$ cat config.mk
export PLATFORM = sky130hd
export DESIGN_NAME = ps2_key_sequencer
export DESIGN_NICKNAME = d
export VERILOG_FILES = /design/src/rtl/ps2_pkg.sv /design/src/rtl/ps2_timeout_ctr.sv /design/src/rtl/ps2_key_sequencer.sv
export SDC_FILE = /design/constraint.sdc
export NUM_CORES = 1
export LEC_CHECK = 0
export ABC_AREA = 1
export CAP_MARGIN = 10
export CORE_MARGIN = 1.5
export CORE_UTILIZATION = 60
export DETAILED_ROUTE_END_ITERATION = 8
export DONT_BUFFER_PORTS = 1
export MAX_ROUTING_LAYER = met4
export PLACE_DENSITY = 0.74
export SYNTH_ARGS = -nofsm -noshare
export SYNTH_HDL_FRONTEND = slang
export SYNTH_SLANG_ARGS = --single-unit
$ cat constraint.sdc
create_clock -name clock -period 2.5 [get_ports clock]
set_input_delay 0.5 -clock clock [delete_from_list [all_inputs] [get_ports clock]]
set_output_delay 0.5 -clock clock [all_outputs]
set_load 0.1 [all_outputs]
$ cat src/rtl/ps2_pkg.sv
// Shared types, scan codes and key/direction mapping helpers for the PS/2 WASD sequencer.
package ps2_pkg;

  typedef enum logic [1:0] {IDLE, BRK, EXT, EXTBRK} seq_state_t;

  typedef enum logic [2:0] {
    DIR_NONE = 3'd0,
    DIR_A    = 3'd1,
    DIR_D    = 3'd2,
    DIR_W    = 3'd3,
    DIR_S    = 3'd4
  } dir_t;

  localparam logic [7:0] SC_W  = 8'h1D;
  localparam logic [7:0] SC_A  = 8'h1C;
  localparam logic [7:0] SC_S  = 8'h1B;
  localparam logic [7:0] SC_D  = 8'h23;
  localparam logic [7:0] SC_E0 = 8'hE0;
  localparam logic [7:0] SC_F0 = 8'hF0;

  // Event key index (W0 A1 S2 D3) differs from held bit order {S,D,A,W}.
  function automatic logic [1:0] key_to_bit(input logic [1:0] key);
    case (key)
      2'd0:    key_to_bit = 2'd0;
      2'd1:    key_to_bit = 2'd1;
      2'd2:    key_to_bit = 2'd3;
      default: key_to_bit = 2'd2;
    endcase
  endfunction

  function automatic dir_t key_to_dir(input logic [1:0] key);
    case (key)
      2'd0:    key_to_dir = DIR_W;
      2'd1:    key_to_dir = DIR_A;
      2'd2:    key_to_dir = DIR_S;
      default: key_to_dir = DIR_D;
    endcase
  endfunction

  function automatic dir_t highest_held(input logic [3:0] held);
    if (held[0])      highest_held = DIR_W;
    else if (held[1]) highest_held = DIR_A;
    else if (held[3]) highest_held = DIR_S;
    else if (held[2]) highest_held = DIR_D;
    else              highest_held = DIR_NONE;
  endfunction

endpackage

$ cat src/rtl/ps2_timeout_ctr.sv
// Saturating stall timer: expire pulses when the count reaches TIMEOUT_CYC-1 while enabled.
module ps2_timeout_ctr #(
  parameter int TIMEOUT_CYC = 50000
) (
  input  logic clock,
  input  logic reset_n,
  input  logic clear,
  input  logic enable,
  output logic expire
);

  localparam int TW = $clog2(TIMEOUT_CYC + 1);

  logic [TW-1:0] count_q, count_d;

  assign expire = enable && !clear && (count_q == TW'(TIMEOUT_CYC - 1));

  always_comb begin
    count_d = count_q;
    if (clear || expire)
      count_d = '0;
    else if (enable && (count_q != TW'(TIMEOUT_CYC)))
      count_d = count_q + 1'b1;
  end

  always_ff @(posedge clock or negedge reset_n) begin
    if (!reset_n) count_q <= '0;
    else          count_q <= count_d;
  end

endmodule

$ cat src/rtl/ps2_key_sequencer.sv
// Decodes PS/2 byte stream into WASD make/break events, held flags and an arbitrated direction.
// All inputs are sampled on byte_valid; outputs are registered (one-cycle latency).
module ps2_key_sequencer
  import ps2_pkg::*;
#(
  parameter int TIMEOUT_CYC = 50000
) (
  input  logic       clock,
  input  logic       reset_n,
  input  logic       byte_valid,
  input  logic [7:0] byte_data,
  input  logic       parity_err,
  output logic [2:0] dir,
  output logic [3:0] key_held,
  output logic       event_valid,
  output logic       event_make,
  output logic [1:0] event_key,
  output logic       rx_resync,
  output seq_state_t state_dbg
);

  seq_state_t state_q, state_d;
  dir_t       dir_q, dir_d;
  logic [3:0] held_q, held_d;
  logic       ev_valid_q, ev_valid_d;
  logic       ev_make_q, ev_make_d;
  logic [1:0] ev_key_q, ev_key_d;
  logic       resync_q, resync_d;
  logic       expire;
  logic       is_wasd;
  logic [1:0] key_idx;
  logic [1:0] bit_idx;
  logic       do_make, do_break;

  ps2_timeout_ctr #(.TIMEOUT_CYC(TIMEOUT_CYC)) u_timeout (
    .clock   (clock),
    .reset_n (reset_n),
    .clear   (byte_valid || (state_q == IDLE)),
    .enable  (state_q != IDLE),
    .expire  (expire)
  );

  always_comb begin
    is_wasd = 1'b1;
    key_idx = 2'd0;
    case (byte_data)
      SC_W:    key_idx = 2'd0;
      SC_A:    key_idx = 2'd1;
      SC_S:    key_idx = 2'd2;
      SC_D:    key_idx = 2'd3;
      default: is_wasd = 1'b0;
    endcase
    bit_idx = key_to_bit(key_idx);
  end

  always_comb begin
    state_d    = state_q;
    dir_d      = dir_q;
    held_d     = held_q;
    ev_valid_d = 1'b0;
    ev_make_d  = ev_make_q;
    ev_key_d   = ev_key_q;
    resync_d   = 1'b0;
    do_make    = 1'b0;
    do_break   = 1'b0;

    if (byte_valid) begin
      if (parity_err) begin
        state_d  = IDLE;
        resync_d = 1'b1;
      end else begin
        case (state_q)
          IDLE: begin
            if (byte_data == SC_E0)      state_d = EXT;
            else if (byte_data == SC_F0) state_d = BRK;
            else                         do_make = is_wasd;
          end
          BRK: begin
            do_break = is_wasd;
            state_d  = IDLE;
          end
          EXT:     state_d = (byte_data == SC_F0) ? EXTBRK : IDLE;
          default: state_d = IDLE;
        endcase
      end
    end else if (expire) begin
      state_d  = IDLE;
      resync_d = 1'b1;
    end

    // Repeats of held keys and releases of idle keys produce no event.
    if (do_make && !held_q[bit_idx]) begin
      held_d[bit_idx] = 1'b1;
      dir_d           = key_to_dir(key_idx);
      ev_valid_d      = 1'b1;
      ev_make_d       = 1'b1;
      ev_key_d        = key_idx;
    end else if (do_break && held_q[bit_idx]) begin
      held_d[bit_idx] = 1'b0;
      if (dir_q == key_to_dir(key_idx))
        dir_d = highest_held(held_d);
      ev_valid_d = 1'b1;
      ev_make_d  = 1'b0;
      ev_key_d   = key_idx;
    end
  end

  always_ff @(posedge clock or negedge reset_n) begin
    if (!reset_n) begin
      state_q    <= IDLE;
      dir_q      <= DIR_NONE;
      held_q     <= '0;
      ev_valid_q <= 1'b0;
      ev_make_q  <= 1'b0;
      ev_key_q   <= '0;
      resync_q   <= 1'b0;
    end else begin
      state_q    <= state_d;
      dir_q      <= dir_d;
      held_q     <= held_d;
      ev_valid_q <= ev_valid_d;
      ev_make_q  <= ev_make_d;
      ev_key_q   <= ev_key_d;
      resync_q   <= resync_d;
    end
  end

  assign dir         = dir_q;
  assign key_held    = held_q;
  assign event_valid = ev_valid_q;
  assign event_make  = ev_make_q;
  assign event_key   = ev_key_q;
  assign rx_resync   = resync_q;
  assign state_dbg   = state_q;

endmodule

Word level (Yosys, flattened, before mapping)
Cells that the tools add are included.

Multiplexer cells: 45. Equality and inequality tests: 14. Reduce and logical (&&, ||, !) cells: 20. Bitwise operators: 3. Add/subtract/negate cells: 1. Order comparisons: 2.

Operators with widths (count): $mux W16 (2); $eq A8 B5 Y1 const B (3); $mux W3 (8); $mux W1 (18); $mux W2 (9); $add A16 B1 Y16 const B (1); $eq A16 B16 Y1 const B (1); $eq A8 B8 Y1 const B (2); $ne A16 B16 Y1 const B (1); $pmux W2 S3 (2); $reduce_bool A2 Y1 (5); $pmux W3 S3 (1); $eq A8 B6 Y1 const B (1); $mux W4 (2); $logic_and A1 B1 Y1 (6); $ne A5 B3 Y1 const B (1); $and A4 B4 Y4 (1); $eq A2 B1 Y1 const B (2); $eq A2 B2 Y1 const B (2); $logic_not A2 Y1 (2); $not A4 Y4 (1); $or A4 B4 Y4 (1); $pmux W2 S2 (1); $reduce_and A2 Y1 (2); other kinds (8) (10).

Flip-flop bits (word level): 30.

Depth between registers and ports, before layout
Depth after elaboration: 17. Depth in mapped cells: 17.

By module
A second synthesis with hierarchy kept.

Cell total of the unflattened synthesis: 335. Area, all modules: 2312.2 sq um.

By module, submodules not included: ps2_timeout_ctr (instances 1, area each 1229.9 sq um, cells an instance 184); ps2_key_sequencer (instances 1, area each 1082.3 sq um, cells an instance 151).

Worst setup path after synthesis
No wires, ideal clock.

Path kind: input port to flip-flop. From: input byte_data[2]. To: register dir_q[1], in the netlist dir[1]. Buffers on the path: 0. Cell stages on the path: 15. Setup time: 130 ps. Path slack: 64 ps. Data arrival time: 2306 ps. Cells stage by stage: inv_1 -> nand2_1 -> nor2_1 -> nand2_2 -> o21ai_0 -> inv_1 -> ha_1 -> o21ai_0 -> inv_1 -> nand2_1 -> nand2_2 -> nor2_1 -> nand2_1 -> nand3_1 -> nand3_1.

Longest elaborated chain between the ends: 17. Elaborated cells between the ends (all ways): 47.

RTL lines: start, declared (RTL line ps2_key_sequencer.sv:11) `input logic [7:0] byte_data,`; $eq A8 B6 Y1 or $eq A8 B5 Y1 (tied branches) (RTL line ps2_key_sequencer.sv:46) `case (byte_data)`; $pmux W2 S3 (RTL line ps2_key_sequencer.sv:46); $eq A2 B2 Y1 (tied with other cells) (RTL line ps2_pkg.sv:23, ps2_pkg.sv:32); $pmux W2 S3 (RTL line ps2_pkg.sv:23) `case (key)`; $lt A2 B3 Y1 (not written as such) or $ge A2 B1 Y1 (tied branches) (RTL line ps2_key_sequencer.sv:99) `held_d[bit_idx] = 1'b0;`; $logic_and A1 B1 Y1 (not written as such) (RTL line ps2_key_sequencer.sv:99); $mux W1 (not written as such) (RTL line ps2_key_sequencer.sv:99); $demux W1 S2 (RTL line ps2_key_sequencer.sv:99); $not A4 Y4 (no line); $and A4 B4 Y4 (no line); $mux W2 (RTL line ps2_pkg.sv:44) `else if (held[2]) highest_held = DIR_D;`; $mux W3 (RTL line ps2_pkg.sv:43) `else if (held[3]) highest_held = DIR_S;`; $mux W3 (RTL line ps2_pkg.sv:42) `else if (held[1]) highest_held = DIR_A;`; $mux W3 (RTL line ps2_pkg.sv:41) `if (held[0]) highest_held = DIR_W;`; $mux W3 (RTL line ps2_key_sequencer.sv:100) `if (dir_q == key_to_dir(key_idx))`; $mux W3 (RTL line ps2_key_sequencer.sv:98) `end else if (do_break && held_q[bit_idx]) begin`; $mux W3 (RTL line ps2_key_sequencer.sv:92) `if (do_make && !held_q[bit_idx]) begin`; end signal, assigned (RTL line ps2_key_sequencer.sv:119) `dir_q <= dir_d;`; end, declared (RTL line ps2_key_sequencer.sv:23) `dir_t dir_q, dir_d;`.

Several ways; a longest one is shown, not always the timed one. The select of a mux whose other input is x is not followed. A chain may end at the register's enable or synchronous reset.

Worst setup path after layout
From: input byte_data[2]. To: register dir_q[0], in the netlist dir[0].

Longest elaborated chain between the ends: 16. Elaborated cells between the ends (all ways): 46.

RTL lines (RTL line): $eq A8 B6 Y1 or $eq A8 B5 Y1 (tied branches) (ps2_key_sequencer.sv:46); $pmux W2 S3 (ps2_key_sequencer.sv:46); $eq A2 B2 Y1 (tied with other cells) (ps2_pkg.sv:23, ps2_pkg.sv:32); $pmux W2 S3 (ps2_pkg.sv:23); $lt A2 B3 Y1 (not written as such) or $ge A2 B1 Y1 (tied branches) (ps2_key_sequencer.sv:99); $logic_and A1 B1 Y1 (not written as such) (ps2_key_sequencer.sv:99); $mux W1 (not written as such) (ps2_key_sequencer.sv:99); $demux W1 S2 (ps2_key_sequencer.sv:99); $not A4 Y4 (no line); $and A4 B4 Y4 (no line); $mux W3 (ps2_pkg.sv:43); $mux W3 (ps2_pkg.sv:42); $mux W3 (ps2_pkg.sv:41); $mux W3 (ps2_key_sequencer.sv:100); $mux W3 (ps2_key_sequencer.sv:98); $mux W3 (ps2_key_sequencer.sv:92).

Several ways; a longest one is shown, not always the timed one. The select of a mux whose other input is x is not followed.

==> run metrics <==
Synth top area share=0.390; layout net count=309; IO Port Bufs=0; I/O pin total=26; CTS resizes=0; antenna cell count=0; Synth cell types=31; warnings from Yosys=0; crit path capture type=flop; Startpoint Class=input port; area of the mapped netlist=about 1900 µm²; Hold Buf Count CTS=2; top post-synthesis cells by area=dfrtp_1 39%, nand2_1 12%, inv_1 8.2%; core box area=3050 µm²; static leakage=1.08 nW; Max Cap Viol=0; Routed Antenna Nets=0; site row count=20; initial antenna violation count=0; overall routed net length=3800 µm; die width=59.7 µm; Hold Path Class=input port to flop; Vias/cell=slightly above 5; drt initial violations=98; Root Driver=clkbuf_4; CTS clk-pin slew, worst paths=about 0.080 ns; Avg Synthesized Cell Area=7.22 µm²; WL/cell=approximately 11 µm; GRT Total Usage=0.253; largest fanout on the critical path=6; initial cell density of the core=0.631; outcome=completed; ys flop type=dfrtp_1; Min Hold Slack=0.385 ns; clock skew=0.00647 ns; Fin. Hold Viols=0; post-synthesis cell count=267; RD Place Congestion=0.902; DR pass1 iterations=4; fill cell count=about 260; Worst EP required=2.70 ns; Area Overhead vs Synth=12.7%; H-tree depth=2; vias in the first global route=between 1500 and 2000; CTS tree=yes; DRC viols=0; RSZ-0062 raised after global routing=false; final setup violation count=0; total vias in the final route=1676; final core area utilization=0.711; top-count cell post-synth=nand2_1; Die Area=3560 µm²; worst-margin pin slew=0.900 ns; worst skew pair latency=0.32 ns; Vert. Die Dim=59.7 µm; max-slew violation count=0; Post-synth top cells=63 x nand2_1, 42 x inv_1, 39 x nor2_1; Max Root-Sink Buffers=2; first-pass GRT wire length=between 6000 and 7000 µm; crit path DAT=2.39 ns; post-synthesis async set-or-reset flop share=1.00; sequential area share after synthesis=0.390; Yosys top cell by area=dfrtp_1; slew margin rel.=0.400; CTS buffer count=5; clk sinks=30; Post CTS Setup Buffer Count=0; syn nets=286; pin count of the biggest net entering global routing=31; layout cell share with drive strength beyond 1=0.131; Max Freq=0.456 GHz; FF+latch count, synth=30; Setup CP Type=input port to flop; power per cell area=402 nW/µm²; number of synthesized flops with an enable pin=0; total congestion overflow=0; fin crit share=0.877; crit path time final=2.19 ns; Design Power=872 µW; final HPWL from detailed placement=2900 µm; worst vdd ir=0.324 mV
## routing by layer
metal  global-route usage  vias to the layer above  wire (µm)
li1                     -                      894          -
met1                0.289                      735       1750
met2                0.427                       37       1830
met3               0.0649                       10        152
met4               0.0921                        0         79
met5                    -                        -          0
## worst max-delay path, cell delays in order
cell and delay, ns:
inv_1 0.06, nand2_1 0.07, nor2_1 0.11, nand2_2 0.12
o21ai_0 0.14, inv_1 0.10, ha_1 0.37, o21ai_0 0.22
nand3b_1 0.13, nand2_1 0.09, nor2_2 0.25, nor2_1 0.07
nand2_1 0.06, nand3_1 0.07
## report_power, final
part	switching (mW)	internal, mW	leakage [nW]
logic	0.0674	0.0254	0.646
registers	0.0116	0.490	0.402
clock network	0.152	0.126	0.0302
## per-stage QoR
step                setup TNS (ns)  cell area, µm²  setup WS [ns]  cells
floorplan                        0            1930         0.0643    267
global placement                 0            2090         0.0659    325
detailed placement         -0.0268            2090        -0.0207    325
CTS                              0            2170          0.337    333
global route                     0            2170          0.120    333
finish                           0            2170          0.309    333
## layout make-up
class	count	area, µm²	area share
multi-input cells	193	1010	0.465
flip-flops and latches	30	751	0.346
inverters	43	161	0.0744
repair buffers	17	143	0.0657
well taps	44	55.1	0.0254
clock buffers	6	51.3	0.0236
## final timing paths
check / slack [ns] / startpoint / cells after the start / endpoint
setup / recovery: 0.31 / byte_data[2] / 14 / dir[0]$_DFFE_PN0P_
hold / removal: 0.38 / parity_err / 2 / rx_resync$_DFF_PN0_
setup reg to reg: 0.65 / u_timeout.count_q[1]$_DFFE_PN0P_ / 8 / u_timeout.count_q[3]$_DFFE_PN0P_
hold reg to reg: 0.51 / u_timeout.count_q[12]$_DFFE_PN0P_ / 1 / u_timeout.count_q[12]$_DFFE_PN0P_
max in group asynchronous: 1.72 / reset_n / 2 / dir[2]$_DFFE_PN0P_
min in group asynchronous: 0.61 / reset_n / 2 / state_dbg[1]$_DFFE_PN0P_
## cell families (layout without fill, tap and decap cells)
group / count (synthesis) / count (layout) / synth area share
adders and majority gates: 7 / 7 / 0.0455
and+or+nand+nor: 147 / 147 / 0.358
xor gates and xnor gates: 6 / 6 / 0.0273
DFF: 30 / 30 / 0.390
AOI/OAI and AO/OA: 33 / 33 / 0.0935
buffers and inverters: 44 / 66 / 0.0864
## cells in the final DEF, fill, tap and decap left out, types with 2 or more instances in the layout
cell type	count
a21oi_1	8
buf_4	15
clkbuf_4	5
dfrtp_1	30
ha_1	7
inv_1	42
nand2_1	63
nand2_2	5
nand3_1	14
nand3b_1	2
nand4_1	6
nor2_1	39
nor2_2	2
nor3_1	6
o211ai_1	3
o21ai_0	17
o21ai_1	2
or2_2	2
xnor2_1	2
xor2_1	4
Power figures use the tool's default switching activity.
